[config.mk]
export PLATFORM = sky130hd
export DESIGN_NAME = float2fixed_pipe
export DESIGN_NICKNAME = d
export VERILOG_FILES = /design/src/rtl/float_pkg.sv /design/src/rtl/float2fixed_align.sv /design/src/rtl/float2fixed_pipe.sv
export SDC_FILE = /design/constraint.sdc
export NUM_CORES = 1
export LEC_CHECK = 0
export BUFFER_PORTS_ARGS = -buffer_cell sky130_fd_sc_hd__buf_2
export CAP_MARGIN = 20
export CORE_MARGIN = 2
export CORE_UTILIZATION = 35
export CTS_CLUSTER_DIAMETER = 80
export DETAILED_ROUTE_END_ITERATION = 6
export GPL_TIMING_DRIVEN = 0
export SLEW_MARGIN = 0
export SYNTH_ARGS = -nofsm -noshare
export SYNTH_HDL_FRONTEND = slang
export SYNTH_SLANG_ARGS = --single-unit
[constraint.sdc]
create_clock -name aclk -period 5.15 [get_ports aclk]
set_clock_uncertainty 0.05 [all_clocks]
set_input_delay 0.515 -clock aclk [delete_from_list [all_inputs] [get_ports aclk]]
set_output_delay 0.515 -clock aclk [all_outputs]
set_load 0.05 [all_outputs]
[src/rtl/float_pkg.sv]
// Shared IEEE-754 single-precision types and helpers for the float<->fixed converters.
// Holds field widths, the unpacked layout and the operand classification.
// Used by float2fixed_pipe, float2fixed_align and fixed2float.
package float_pkg;

    localparam int F32_EXP_BIAS = 127;
    localparam int F32_MANT_W   = 23;
    localparam int F32_EXP_W    = 8;

    typedef struct packed {
        logic                  sign;
        logic [F32_EXP_W-1:0]  exp;
        logic [F32_MANT_W-1:0] mant;
    } f32_t;

    typedef enum logic [1:0] {
        ZERO,
        NORMAL,
        INF,
        NAN
    } f32_class_t;

    // Zero and denormals both map to ZERO: denormals are far below any
    // representable fixed-point step, so they are flushed.
    function automatic f32_class_t f32_classify(input logic [F32_EXP_W-1:0]  exp,
                                                input logic [F32_MANT_W-1:0] mant);
        f32_class_t cls;
        if (exp == '0) begin
            cls = ZERO;
        end else if (exp == '1) begin
            cls = (mant == '0) ? INF : NAN;
        end else begin
            cls = NORMAL;
        end
        return cls;
    endfunction

endpackage

[src/rtl/float2fixed_align.sv]
// Aligns a normal float mantissa to the fixed-point grid (magnitude, guard, sticky, overflow).
// Latency: purely combinational, no registers.
// Backpressure: none; the caller registers the outputs under its own enable.
module float2fixed_align
    import float_pkg::*;
#(
    parameter int FRAC_BITS = 16
) (
    input  f32_class_t  cls,
    input  logic [7:0]  exp,
    input  logic [23:0] mant,
    output logic [31:0] mag,
    output logic        guard,
    output logic        sticky,
    output logic        ovf
);

    // Binary point of the result relative to the mantissa LSB:
    // shift = exp - bias - mantissa width + FRAC_BITS.
    localparam logic signed [9:0] SHIFT_OFS = 10'(FRAC_BITS - F32_EXP_BIAS - F32_MANT_W);

    logic signed [9:0] shift;
    logic [9:0]        rshift;
    logic [49:0]       wide;

    // Left shift for large exponents, right shift with guard/sticky capture otherwise.
    always_comb begin
        shift  = $signed({2'b00, exp}) + SHIFT_OFS;
        rshift = -shift;
        wide   = '0;
        mag    = '0;
        guard  = 1'b0;
        sticky = 1'b0;
        ovf    = 1'b0;
        if (cls == NORMAL) begin
            if (shift >= 10'sd0) begin
                // A 24-bit mantissa shifted by up to 8 still fits in 32 bits,
                // so beyond 8 the integer part is certainly lost.
                if (shift > 10'sd8) begin
                    ovf = 1'b1;
                end else begin
                    mag = {8'b0, mant} << shift[3:0];
                end
            end else if (rshift >= 10'd26) begin
                // Everything including the guard position is shifted out.
                sticky = 1'b1;
            end else begin
                wide   = {mant, 26'b0} >> rshift[4:0];
                mag    = {8'b0, wide[49:26]};
                guard  = wide[25];
                sticky = |wide[24:0];
            end
        end
    end

endmodule

[src/rtl/float2fixed_pipe.sv]
// Converts IEEE-754 single to saturating signed Q(31-FRAC_BITS).FRAC_BITS fixed point.
// Latency: 3 register stages (unpack, align, round/saturate); 1 word per cycle.
// Backpressure: each stage loads when empty or when the next stage advances; s_ready = stage-1 enable.
module float2fixed_pipe
    import float_pkg::*;
#(
    parameter int FRAC_BITS = 16,
    parameter int CNT_W     = 16
) (
    input  logic             aclk,
    input  logic             aresetn,
    input  logic             s_valid,
    output logic             s_ready,
    input  logic [31:0]      s_data,
    output logic             m_valid,
    input  logic             m_ready,
    output logic [31:0]      m_data,
    output logic             m_ovf,
    output logic             m_inv,
    output logic [CNT_W-1:0] sat_cnt,
    input  logic             cnt_clr
);

    localparam logic [31:0] SAT_POS = 32'h7FFF_FFFF;
    localparam logic [31:0] SAT_NEG = 32'h8000_0000;

    f32_t       in_f;
    f32_class_t in_cls;

    logic en1, en2, en3;

    // Stage 1: unpacked operand
    logic        v1;
    logic        s1_sign;
    logic [7:0]  s1_exp;
    logic [23:0] s1_mant;
    f32_class_t  s1_cls;

    // Stage 2: aligned magnitude
    logic        v2;
    logic        s2_sign;
    f32_class_t  s2_cls;
    logic [31:0] s2_mag;
    logic        s2_guard;
    logic        s2_ovf;

    // Align outputs
    logic [31:0] al_mag;
    logic        al_guard;
    logic        al_ovf;
    logic        al_sticky_unused;

    // Stage 3 combinational result
    logic [32:0] rounded;
    logic [31:0] nxt_data;
    logic        nxt_ovf;
    logic        nxt_inv;

    assign in_f   = f32_t'(s_data);
    assign in_cls = f32_classify(in_f.exp, in_f.mant);

    // Enable chain runs back from the output; s_ready never depends on s_valid.
    assign en3     = !m_valid || m_ready;
    assign en2     = !v2 || en3;
    assign en1     = !v1 || en2;
    assign s_ready = aresetn && en1;

    // Stage 1: register sign, exponent and mantissa with the hidden bit restored.
    always_ff @(posedge aclk or negedge aresetn) begin
        if (!aresetn) begin
            v1      <= 1'b0;
            s1_sign <= 1'b0;
            s1_exp  <= '0;
            s1_mant <= '0;
            s1_cls  <= ZERO;
        end else if (en1) begin
            v1 <= s_valid;
            if (s_valid) begin
                s1_sign <= in_f.sign;
                s1_exp  <= in_f.exp;
                s1_mant <= {1'b1, in_f.mant};
                s1_cls  <= in_cls;
            end
        end
    end

    // Ties-away rounding only needs the guard bit; sticky is left for other modes.
    float2fixed_align #(
        .FRAC_BITS (FRAC_BITS)
    ) u_align (
        .cls    (s1_cls),
        .exp    (s1_exp),
        .mant   (s1_mant),
        .mag    (al_mag),
        .guard  (al_guard),
        .sticky (al_sticky_unused),
        .ovf    (al_ovf)
    );

    // Stage 2: register the aligned magnitude and left-shift overflow.
    always_ff @(posedge aclk or negedge aresetn) begin
        if (!aresetn) begin
            v2       <= 1'b0;
            s2_sign  <= 1'b0;
            s2_cls   <= ZERO;
            s2_mag   <= '0;
            s2_guard <= 1'b0;
            s2_ovf   <= 1'b0;
        end else if (en2) begin
            v2 <= v1;
            if (v1) begin
                s2_sign  <= s1_sign;
                s2_cls   <= s1_cls;
                s2_mag   <= al_mag;
                s2_guard <= al_guard;
                s2_ovf   <= al_ovf;
            end
        end
    end

    // Stage 3 logic: round half away from zero, saturate asymmetrically, apply sign.
    always_comb begin
        rounded  = {1'b0, s2_mag} + {32'b0, s2_guard};
        nxt_data = '0;
        nxt_ovf  = 1'b0;
        nxt_inv  = 1'b0;
        case (s2_cls)
            NAN: begin
                nxt_inv = 1'b1;
            end
            INF: begin
                nxt_ovf  = 1'b1;
                nxt_data = s2_sign ? SAT_NEG : SAT_POS;
            end
            NORMAL: begin
                // Negative side reaches one step further: -2^31 is representable.
                if (s2_ovf || (s2_sign ? (rounded > 33'h0_8000_0000)
                                       : (rounded > 33'h0_7FFF_FFFF))) begin
                    nxt_ovf  = 1'b1;
                    nxt_data = s2_sign ? SAT_NEG : SAT_POS;
                end else begin
                    nxt_data = s2_sign ? -rounded[31:0] : rounded[31:0];
                end
            end
            default: begin
                nxt_data = '0;
            end
        endcase
    end

    // Stage 3: output register, held while the consumer stalls.
    always_ff @(posedge aclk or negedge aresetn) begin
        if (!aresetn) begin
            m_valid <= 1'b0;
            m_data  <= '0;
            m_ovf   <= 1'b0;
            m_inv   <= 1'b0;
        end else if (en3) begin
            m_valid <= v2;
            if (v2) begin
                m_data <= nxt_data;
                m_ovf  <= nxt_ovf;
                m_inv  <= nxt_inv;
            end
        end
    end

    // Saturation event counter: clear wins, otherwise count flagged transfers up to all-ones.
    always_ff @(posedge aclk or negedge aresetn) begin
        if (!aresetn) begin
            sat_cnt <= '0;
        end else if (cnt_clr) begin
            sat_cnt <= '0;
        end else if (m_valid && m_ready && (m_ovf || m_inv) && (sat_cnt != '1)) begin
            sat_cnt <= sat_cnt + CNT_W'(1);
        end
    end

endmodule

==> results of run 1 <==
-- registers in the layout (all words and copies together) (netlist names) --
register  flops
s2_mag       32
s1_cls        2
m_inv         1
m_ovf         1
m_valid       1
v2            1
s1_exp        8
s2_sign       1
s1_sign       1
v1            1
m_data       32
sat_cnt      16
s2_ovf        1
s2_cls        2
s1_mant      24
s2_guard      1
-- power groups by stage --
stage,logic [mW],clock network [mW],registers [mW]
floorplan,1.64,0,1.66
global placement,2.69,0,1.32
detailed placement,2.70,0,1.33
CTS,2.71,1.32,1.31
global route,2.96,1.37,1.34
finish,2.75,1.31,1.31
-- worst paths after layout --
kind,end,cells past startpoint,from
worst min-delay path,v1,2,s_valid
worst max register to register,s2_mag[3],13,s1_exp[1]
worst min register to register,m_data[14],2,m_data[14]
min in group asynchronous,m_data[14],2,aresetn
worst max-delay path,s2_mag[3],13,s1_exp[1]
max in group asynchronous,s1_mant[7],3,aresetn
-- routing by layer --
metal	routed length [µm]	share of wire
met5	0	0
met3	1650	0.052
met2	14400	0.46
met4	1070	0.034
met1	14500	0.46
-- placed cells by master, fill, tap and decap left out, types with 6 or more instances in the layout --
| cell type | instances |
|---|---|
| a211oi_1 | 10 |
| a21oi_1 | 61 |
| a221o_1 | 9 |
| a22o_1 | 13 |
| a22oi_1 | 15 |
| a31oi_1 | 11 |
| a32oi_1 | 17 |
| and2_1 | 8 |
| and3_1 | 10 |
| and4_1 | 10 |
| buf_2 | 100 |
| clkbuf_1 | 60 |
| clkbuf_16 | 17 |
| dfrtp_1 | 125 |
| ha_1 | 12 |
| inv_1 | 16 |
| mux2_2 | 47 |
| mux2i_1 | 42 |
| mux4_2 | 29 |
| nand2_1 | 136 |
| nand2b_1 | 12 |
| nand3_1 | 36 |
| nand4_1 | 28 |
| nor2_1 | 94 |
| nor2b_1 | 9 |
| nor3_1 | 20 |
| nor4_1 | 34 |
| o211ai_1 | 14 |
| o21ai_0 | 68 |
| o21ai_1 | 6 |
| o31a_1 | 8 |
| o31ai_1 | 9 |
| or3_1 | 12 |
| xnor2_1 | 27 |
| xor2_1 | 27 |
-- layout make-up --
class,instances,share of cell area
inverters,17,0.00542
multi-input cells,927,0.560
repair buffers,92,0.0422
flip-flops and latches,125,0.266
well taps,384,0.0408
plain buffers,87,0.0323
clock buffers,18,0.0373
clock inverters,13,0.0163
-- cell families (layout without fill, tap and decap cells) --
| logic type | after synthesis | after routing | synth area share |
|---|---|---|---|
| AOI/OAI and AO/OA | 300 | 300 | 0.207 |
| and+or+nand+nor | 443 | 443 | 0.223 |
| adders and majority gates | 12 | 12 | 0.0148 |
| xor gates and xnor gates | 54 | 54 | 0.0466 |
| buffers and inverters | 105 | 227 | 0.0436 |
| DFF | 125 | 125 | 0.308 |
| muxes | 118 | 118 | 0.158 |
-- critical path, cell delays in order (launching register included) --
cell	delay, ns
dfrtp_1	0.39
clkbuf_1	0.43
clkbuf_2	0.38
clkbuf_1	0.45
inv_1	0.17
ha_1	0.66
clkbuf_1	0.50
inv_1	0.12
o31ai_1	0.74
nor2_1	0.11
a31oi_1	0.23
a22oi_1	0.13
o21ai_0	0.19
a22o_1	0.15
-- stage by stage --
step | cells | power [mW] | hold slack (ns) | utilization | area [µm²]
6_report | 1663 | 5.37 | 0.227 | 0.411 | 11800
5_1_grt | 1663 | 5.67 | 0.240 | 0.411 | 11800
4_1_cts | 1663 | 5.35 | 0.220 | 0.411 | 11800
3_5_place_dp | 1631 | 4.02 | 0.366 | 0.389 | 11100
3_3_place_gp | 1628 | 4.01 | 0.425 | 0.387 | 11100
2_1_floorplan | 1157 | 3.31 | 0.169 | - | 10200
-- repair_timing --
| item | in CTS | in global routing |
|---|---|---|
| setup endpoints to repair | 16 | 15 |
| hold buffers | 1 | 0 |
| gates cloned | 0 | 0 |
| hold endpoints to repair | 30 | 0 |
| gates resized for setup | 2 | 2 |
==> metrics.yaml, run 1 <==
cts.sinks: 125
cts_tree: "built"
antennaDiodeCount: 0
wire_per_inst_um: 19.0
layout-drive-gt1-share: 0.191
seqPwrFrac: 0.244
antenna_found_initial: 0
switching_power_mw: 2.45
cts_htree_levels: 4
yosys-top-cells-area: "dfrtp_1, mux4_2, mux2_2"
cts_setup_buffers: 0
power_density_nw_per_um2: 456
dieWidth_um: 174
vias: 9682
synth_warnings: 0
syn_nets: 1206
finalWorstSetupSlack_ns: 0.377
track_usage: 0.211
nets: 1316
crit_type: "reg -> reg"
grt_pass1_vias: 9303
syn2layout_area_growth_pct: 15.9
synth_flop_cell: "dfrtp_1"
end_kind: "flip-flop"
grt_overflow: 0
fin_tns_setup_ns: 0
grtUsageMet1: 0.286
preCtsSetupSlack_ns: -0.332
yosysSeqAreaShare: 0.308
worst_setup_path_start_kind: "flip-flop"
grt_setup_unrepaired: "no"
hold_class: "in -> reg"
synth_cell_types: 78
cts-root-buf: "clkbuf_16"
gr-max-usage-layer: "met2"
cp.arrival_ns: 5.10
p_leak_nw: 4.83
grtUsageMet2: 0.337
p_int_mw: 2.92
clk_latency_ns: 0.44
place_congestion: 0.945
comb_power_share: 0.513
slew_headroom: 0.280
grt_max_degree: 97
tightest_slew_ns: 1.08
multi_input_area_um2: 6590
ir_drop_mv: 0.248
port_buffers: 87
layout_worst_path_cycle_share: 0.927
async_flop_share: 1.00
synth_most_common_cell: "nand2_1"
critPathMaxFanout: 10
drc_errors: 0
netlist_area_um2: 10200
cap_violations: 0
ys_ff_latch: 125
final_hold_viol_count: 0
clockPowerShare: 0.243
drtIter0Drc: 679
rows: 62
viasPerCell: 5.82
grt_pass1_wl_mm: 51.5
core-area_um2: 28600
switching_share: 0.456
clkTransAtPathRegs_ns: 0.07
cts_buffers: 17
synth_top_area_share: 0.308
grtUsageMet3: 0.0324
start_util: 0.355
synth_area_per_cell_um2: 8.78
regArea_um2: 3130
synth_area_leader_cell: "dfrtp_1"
dieArea_um2: 30400
finalCriticalPeriod_ns: 4.77
routed_wl_mm: 31.6
timing.fmax_ghz: 0.210
status: "finished, final reports clean"
crit_required_ns: 5.48
synth_edf_count: 0
ys_top_cells_by_count: "nand2_1, dfrtp_1, nor2_1"
setup_viol: 0
synth_cells: 1157
rrSetupSlack_ns: 0.38
drt_pass1_iterations: 5
ioPinCount: 89
die_h_um: 174
drv_slew: 0
fill_cells: 2928
hpwl_mm: 24.6
ctsLongestPathBuffers: 2
ant_nets: 0
No activity file was read; power rests on OpenSTA's default activity.
==> run 2, diff against run 1 <==
Settings changed: PLACE_DENSITY from default to 0.63.
==> run 2 against run 1 <==
Compared with the run above:
- critical path depth did not move
- core utilization fell by 0.32 points
- wire length rose by 0.22%
- register-to-register slack got worse by 0.05 ns
- clock-buffer cell count did not move
- worst hold slack improved by 0.0068 ns
- non-clock buffer count fell by 1
- design area fell by 0.79%
- combinational power barely moved
- die area did not move
- global-route usage fell by 0.16 points
- critical endpoint unchanged
- largest power group unchanged
==> metrics.yaml, run 2 (synthesis results as in run 1) <==
status: "finished, final reports clean"
hpwl_mm: 24.4  # -0.80%
crit_chain: "clkbuf_1 -> clkbuf_2 -> clkbuf_1 -> inv_1 -> ha_1 -> clkbuf_1 -> inv_1 -> o31ai_1 -> nor2_1 -> a31oi_1 -> a22oi_1 -> o21ai_0 -> a22o_1"
dpl_cell_area_um2: 11100  # unchanged
clkTransAtPathRegs_ns: 0.06  # about the same
antennaDiodeCount: 0  # unchanged
rr_worst_depth: 13  # unchanged
drt_pass1_iterations: 5  # unchanged
cts_htree_levels: 4  # unchanged
cp.arrival_ns: 5.14  # +0.04 ns
slew_headroom: 0.211  # -0.0686
crit_slowest_cell: "o31ai_1"
syn2layout_area_growth_pct: 15.0
final_hold_viol_count: 0  # unchanged
endpoint: "s2_mag[3]"
fin_util: 0.408  # -0.00324
seqPwrFrac: 0.253  # +0.009
drc_errors: 0  # unchanged
timing.rr.start: "s1_exp[1]"
layout-drive-gt1-share: 0.190  # -0.000782
ctsLongestPathBuffers: 2  # unchanged
grt_pass1_wl_mm: 51.1  # -0.83%
hold_class: "in -> reg"
cts_tree: "built"
place_congestion: 0.946  # about the same
p_leak_nw: 4.78  # -1.1%
drtIter0Drc: 849  # +25%
die_h_um: 174  # unchanged
dieWidth_um: 174  # unchanged
cts_buffers: 17  # unchanged
cts-root-buf: "clkbuf_16"
power.total_mw: 5.19  # -3.3%
dieArea_um2: 30400  # unchanged
port_buffers: 87  # unchanged
viasPerCell: 5.84  # +0.28%
ir_drop_mv: 0.267  # +7.7%
finalCriticalPeriod_ns: 4.82  # +0.0491 ns
start_util: 0.355  # unchanged
cp-startpoint: "s1_exp[1]"
antenna_found_initial: 0  # unchanged
setup_viol: 0  # unchanged
clk_latency_ns: 0.44  # about the same
routed_wl_mm: 31.7  # +0.22%
cts.sinks: 125  # unchanged
clockPowerShare: 0.216  # -0.027
crit_required_ns: 5.47  # about the same
r2r-end: "s2_mag[3]"
ioPinCount: 89  # unchanged
tightest_slew_ns: 1.16  # +0.0868 ns
grt_setup_unrepaired: "no"
end_kind: "flip-flop"
comb_power_share: 0.531  # +0.018
switching_power_mw: 2.47  # +0.92%
rrSetupSlack_ns: 0.33  # -0.05 ns
cap_violations: 0  # unchanged
p_int_mw: 2.72  # -6.9%
core-area_um2: 28600  # unchanged
worst_setup_path_start_kind: "flip-flop"
ant_nets: 0  # unchanged
final_common_cell: "nand2_1"
wire_per_inst_um: 19.0  # +0.22%
grt_overflow: 0  # unchanged
design_area_um2: 11700  # -0.79%
critical_path.most_common_cell: "clkbuf_1"
slowest_delay_ns: 0.71  # -0.03 ns
nets: 1315  # -0.076%
switching_share: 0.476  # +0.0200
grt_max_degree: 95  # -2.1%
grt_pass1_vias: 9271  # -0.34%
power_density_nw_per_um2: 445  # -2.6%
critPathMaxFanout: 10  # unchanged
final_cell_mix: "nand2_1, dfrtp_1, buf_2, nor2_1, o21ai_0"
layout_worst_path_cycle_share: 0.936  # +0.00953
fin_tns_setup_ns: 0  # unchanged
vias: 9709  # +0.28%
reg_top3: "m_data x32, s2_mag x32, s1_mant x24"
timing.fmax_ghz: 0.207  # -1.0%
track_usage: 0.209  # -0.00162
drv_slew: 0  # unchanged
rows: 62  # unchanged
crit_type: "reg -> reg"
-- run 2: cell count changes in the layout (fill, tap and decap cells not counted) --
| cell | before | now |
|---|---|---|
| buf_2 | 100 | 99 |
| inv_6 | 1 | 4 |
| clkbuf_8 | 1 | 0 |
| clkinv_4 | 4 | 2 |
| bufinv_16 | 4 | 0 |
| clkbuf_1 | 60 | 61 |
| inv_8 | 0 | 1 |
| clkinvlp_4 | 3 | 6 |
-- run 2: critical path, delay by kind of cell, from the launching register on --
family / cells / cell delay [ns]
buffers and inverters: 6 / 2.08
adder cells (fa/ha/maj): 1 / 0.67
AO/OA/AOI/OAI: 5 / 1.40
AND/OR/NAND/NOR: 1 / 0.11
flip-flops: 1 / 0.40
-- run 2: power groups by stage --
stage	Combinational [mW]	Clock (mW)	Sequential [mW]
floorplan	1.64	0	1.66
global placement	2.67	0	1.32
detailed placement	2.69	0	1.33
CTS	2.71	1.14	1.31
global route	2.96	1.19	1.34
finish	2.76	1.12	1.31
-- run 2: repair_timing --
item / 4_1_cts / 5_1_grt
endpoints found under the hold margin: 32 / 0
setup endpoints to repair: 16 / 13
hold buffers: 1 / 0
resized for setup: 2 / 2
setup buffers: 0 / 0
-- run 2: routing by layer --
layer,wire length [µm],GRT usage,up-vias
met2,14500,0.331,400
met5,0,0,-
li1,-,-,4606
met1,14200,0.286,4619
met3,1930,0.0354,84
met4,1100,0.0812,0
-- run 2: cell type report --
type | instances | area, µm²
Tap cell | 384 | 480
Clock inverter | 14 | 114
Timing Repair Buffer | 91 | 492
Sequential cell | 125 | 3130
Fill cell | 2894 | 16900
Buffer | 87 | 380
Multi-Input combinational cell | 927 | 6590
Clock buffer | 18 | 429
Inverter | 17 | 63.8
-- run 2: worst min path at each step --
stage	start	end	slack [ns]	cells after the start
global placement	m_data[14]	m_data[14]	0.43	2
global route	s_valid	v1	0.25	2
finish	s_valid	v1	0.23	2
CTS	s_valid	v1	0.23	2
detailed placement	aresetn	m_data[19]	0.37	1
floorplan	aresetn	m_data[0]	0.17	0
-- run 2: per-stage QoR --
stage,hold slack [ns],setup WS (ns),std cells
after floorplan,0.169,0.865,1157
after global placement,0.427,-0.261,1628
after detailed placement,0.373,-0.320,1631
after CTS,0.227,0.0456,1664
after global routing,0.252,0.0253,1663
final,0.234,0.328,1663
==> run 3, diff against run 2 <==
Settings changed: CORE_UTILIZATION 35 to 37, PLACE_DENSITY 0.63 to 0.65.
==> run 3 against run 2 <==
Compared with the run above:
- combinational power is essentially flat
- clock power grew 21%
- worst hold slack gained 0.0055 ns
- via count grew 0.20%
- die area shrank 5.3%
- final cell count shrank 2.7%
- register-to-register slack gained 0.21 ns
- clock-buffer cell count is the same
- non-clock buffer count is the same
- power grew 4.4%
- global-route usage grew 1.5 points
- flip-flop and latch count is the same
- highest routed layer unchanged
==> metrics.yaml, run 3 (synthesis results as in run 1) <==
status: "finished, final reports clean"
dpl.cell_count: 1587  # -2.7%
cts_tree: "built"
crit_type: "reg -> reg"
cp.arrival_ns: 4.93  # -0.21 ns
place_congestion: 0.978  # +3.4%
slowest_delay_ns: 0.71  # about the same
power_density_nw_per_um2: 461  # +3.8%
tightest_slew_ns: 0.950  # -0.214 ns
grt_pass1_wl_mm: 51.5  # +0.77%
clkTransAtPathRegs_ns: 0.06  # about the same
dieWidth_um: 170  # -2.7%
drt_pass1_iterations: 5  # unchanged
finalCriticalPeriod_ns: 4.61  # -0.212 ns
cap_violations: 0  # unchanged
routed_wl_mm: 31.8  # +0.30%
preCtsSetupSlack_ns: -0.267  # +0.0530 ns
clk_latency_ns: 0.43  # about the same
final_cells: 1618  # -2.7%
antennaDiodeCount: 0  # unchanged
drv_slew: 0  # unchanged
final_hold_viol_count: 0  # unchanged
core-area_um2: 27000  # -5.8%
die_h_um: 170  # -2.7%
track_usage: 0.224  # +0.0148
ctsLongestPathBuffers: 2  # unchanged
critPathMaxFanout: 11  # +1
layout_worst_path_cycle_share: 0.895  # -0.0411
reg_top3: "m_data x32, s2_mag x32, s1_mant x24"
dieArea_um2: 28800  # -5.3%
ant_nets: 0  # unchanged
cts-root-buf: "clkbuf_16"
cts_setup_buffers: 0  # unchanged
finalWorstSetupSlack_ns: 0.540  # +0.212 ns
crit_required_ns: 5.47  # about the same
end_kind: "flip-flop"
syn2layout_area_growth_pct: 15.6
grt_setup_unrepaired: "no"
grt_pass1_vias: 9205  # -0.71%
vias: 9728  # +0.20%
hpwl_mm: 24.5  # +0.14%
final_cell_mix: "nand2_1, dfrtp_1, buf_2, nor2_1, o21ai_0"
hold_class: "in -> reg"
cts_buffers: 17  # unchanged
drtIter0Drc: 764  # -10%
grt_overflow: 0  # unchanged
start_util: 0.377  # +0.0220
nets: 1315  # unchanged
ir_drop_mv: 0.209  # -22%
layout-drive-gt1-share: 0.191  # +0.00108
cts.sinks: 125  # unchanged
setup_viol: 0  # unchanged
final_common_cell: "nand2_1"
worst_setup_path_start_kind: "flip-flop"
wire_per_inst_um: 19.6  # +3.1%
cts_htree_levels: 4  # unchanged
rows: 60  # -3.2%
timing.fmax_ghz: 0.217  # +4.6%
crit_chain: "clkbuf_2 -> clkbuf_2 -> inv_1 -> clkbuf_1 -> ha_1 -> clkbuf_1 -> inv_1 -> o22a_1 -> o21ai_0 -> nor2_1 -> a21oi_1 -> a22oi_1 -> o21ai_0 -> a22o_1"
ioPinCount: 89  # unchanged
antenna_found_initial: 0  # unchanged
drc_errors: 0  # unchanged
viasPerCell: 6.01  # +3.0%
grt_max_degree: 94  # -1.1%
crit_slowest_cell: "ha_1"
port_buffers: 87  # unchanged
p_leak_nw: 4.85  # +1.4%
slew_headroom: 0.362  # +0.150
-- run 3: cell types whose count changed in the layout (fill, tap and decap cells not counted), sizes merged --
cell	delta
bufinv	+5
clkinvlp	-4
inv	-3
-- run 3: cell type report --
type | instances | area [µm²]
fillers | 2689 | 15200
multi-input cells | 927 | 6600
flip-flops and latches | 125 | 3130
repair buffers | 91 | 492
clock buffers | 18 | 439
well taps | 341 | 427
plain buffers | 87 | 382
clock inverters | 12 | 211
inverters | 17 | 63.8
-- run 3: metrics by stage --
step	power (mW)	area [µm²]	hold slack [ns]	TNS, ns	utilization
detailed placement	4.02	11100	0.377	-1.11	0.411
finish	5.42	11700	0.239	0	0.436
global placement	3.99	11000	0.423	-0.703	0.409
CTS	5.39	11700	0.235	0	0.435
floorplan	3.31	10200	0.169	0	-
global route	5.71	11700	0.253	0	0.436
-- run 3: path summary, 6_finish.rpt --
path / slack [ns] / end / from / cells after the start
worst max register to register: 0.54 / s2_mag[1] / s1_exp[0] / 14
min in group asynchronous: 0.48 / m_ovf / aresetn / 2
max in group asynchronous: 3.81 / s1_mant[20] / aresetn / 3
worst min register to register: 0.45 / m_data[0] / m_data[0] / 2
worst max-delay path: 0.54 / s2_mag[1] / s1_exp[0] / 14
worst min-delay path: 0.24 / v1 / s_valid / 2
-- run 3: where the power goes --
group          internal (mW)  switching, mW  leakage (nW)
registers               1.15          0.164          1.62
clock network          0.872          0.477         0.311
logic                  0.946           1.80          2.91
total                   2.97           2.44          4.85
-- run 3: routing by layer --
layer | up-vias | wire length [µm] | track usage
li1 | 4599 | - | -
met1 | 4657 | 14400 | 0.302
met2 | 405 | 14900 | 0.366
met3 | 67 | 1590 | 0.0364
met4 | 0 | 910 | 0.0751
met5 | - | 0 | 0
-- run 3: worst max-delay path: cells and delay by family (launching register included) --
family	cells	cell delay, ns
adder cells (fa/ha/maj)	1	0.71
flip-flops	1	0.49
AO/OA/AOI/OAI	6	1.34
buffers and inverters	6	1.85
AND/OR/NAND/NOR	1	0.08
-- run 3: timing repair --
item                                    CTS  global route
hold endpoints to repair                 33             0
endpoints found under the setup margin   12            18
hold buffers                              1             0
resized for setup                         3             4
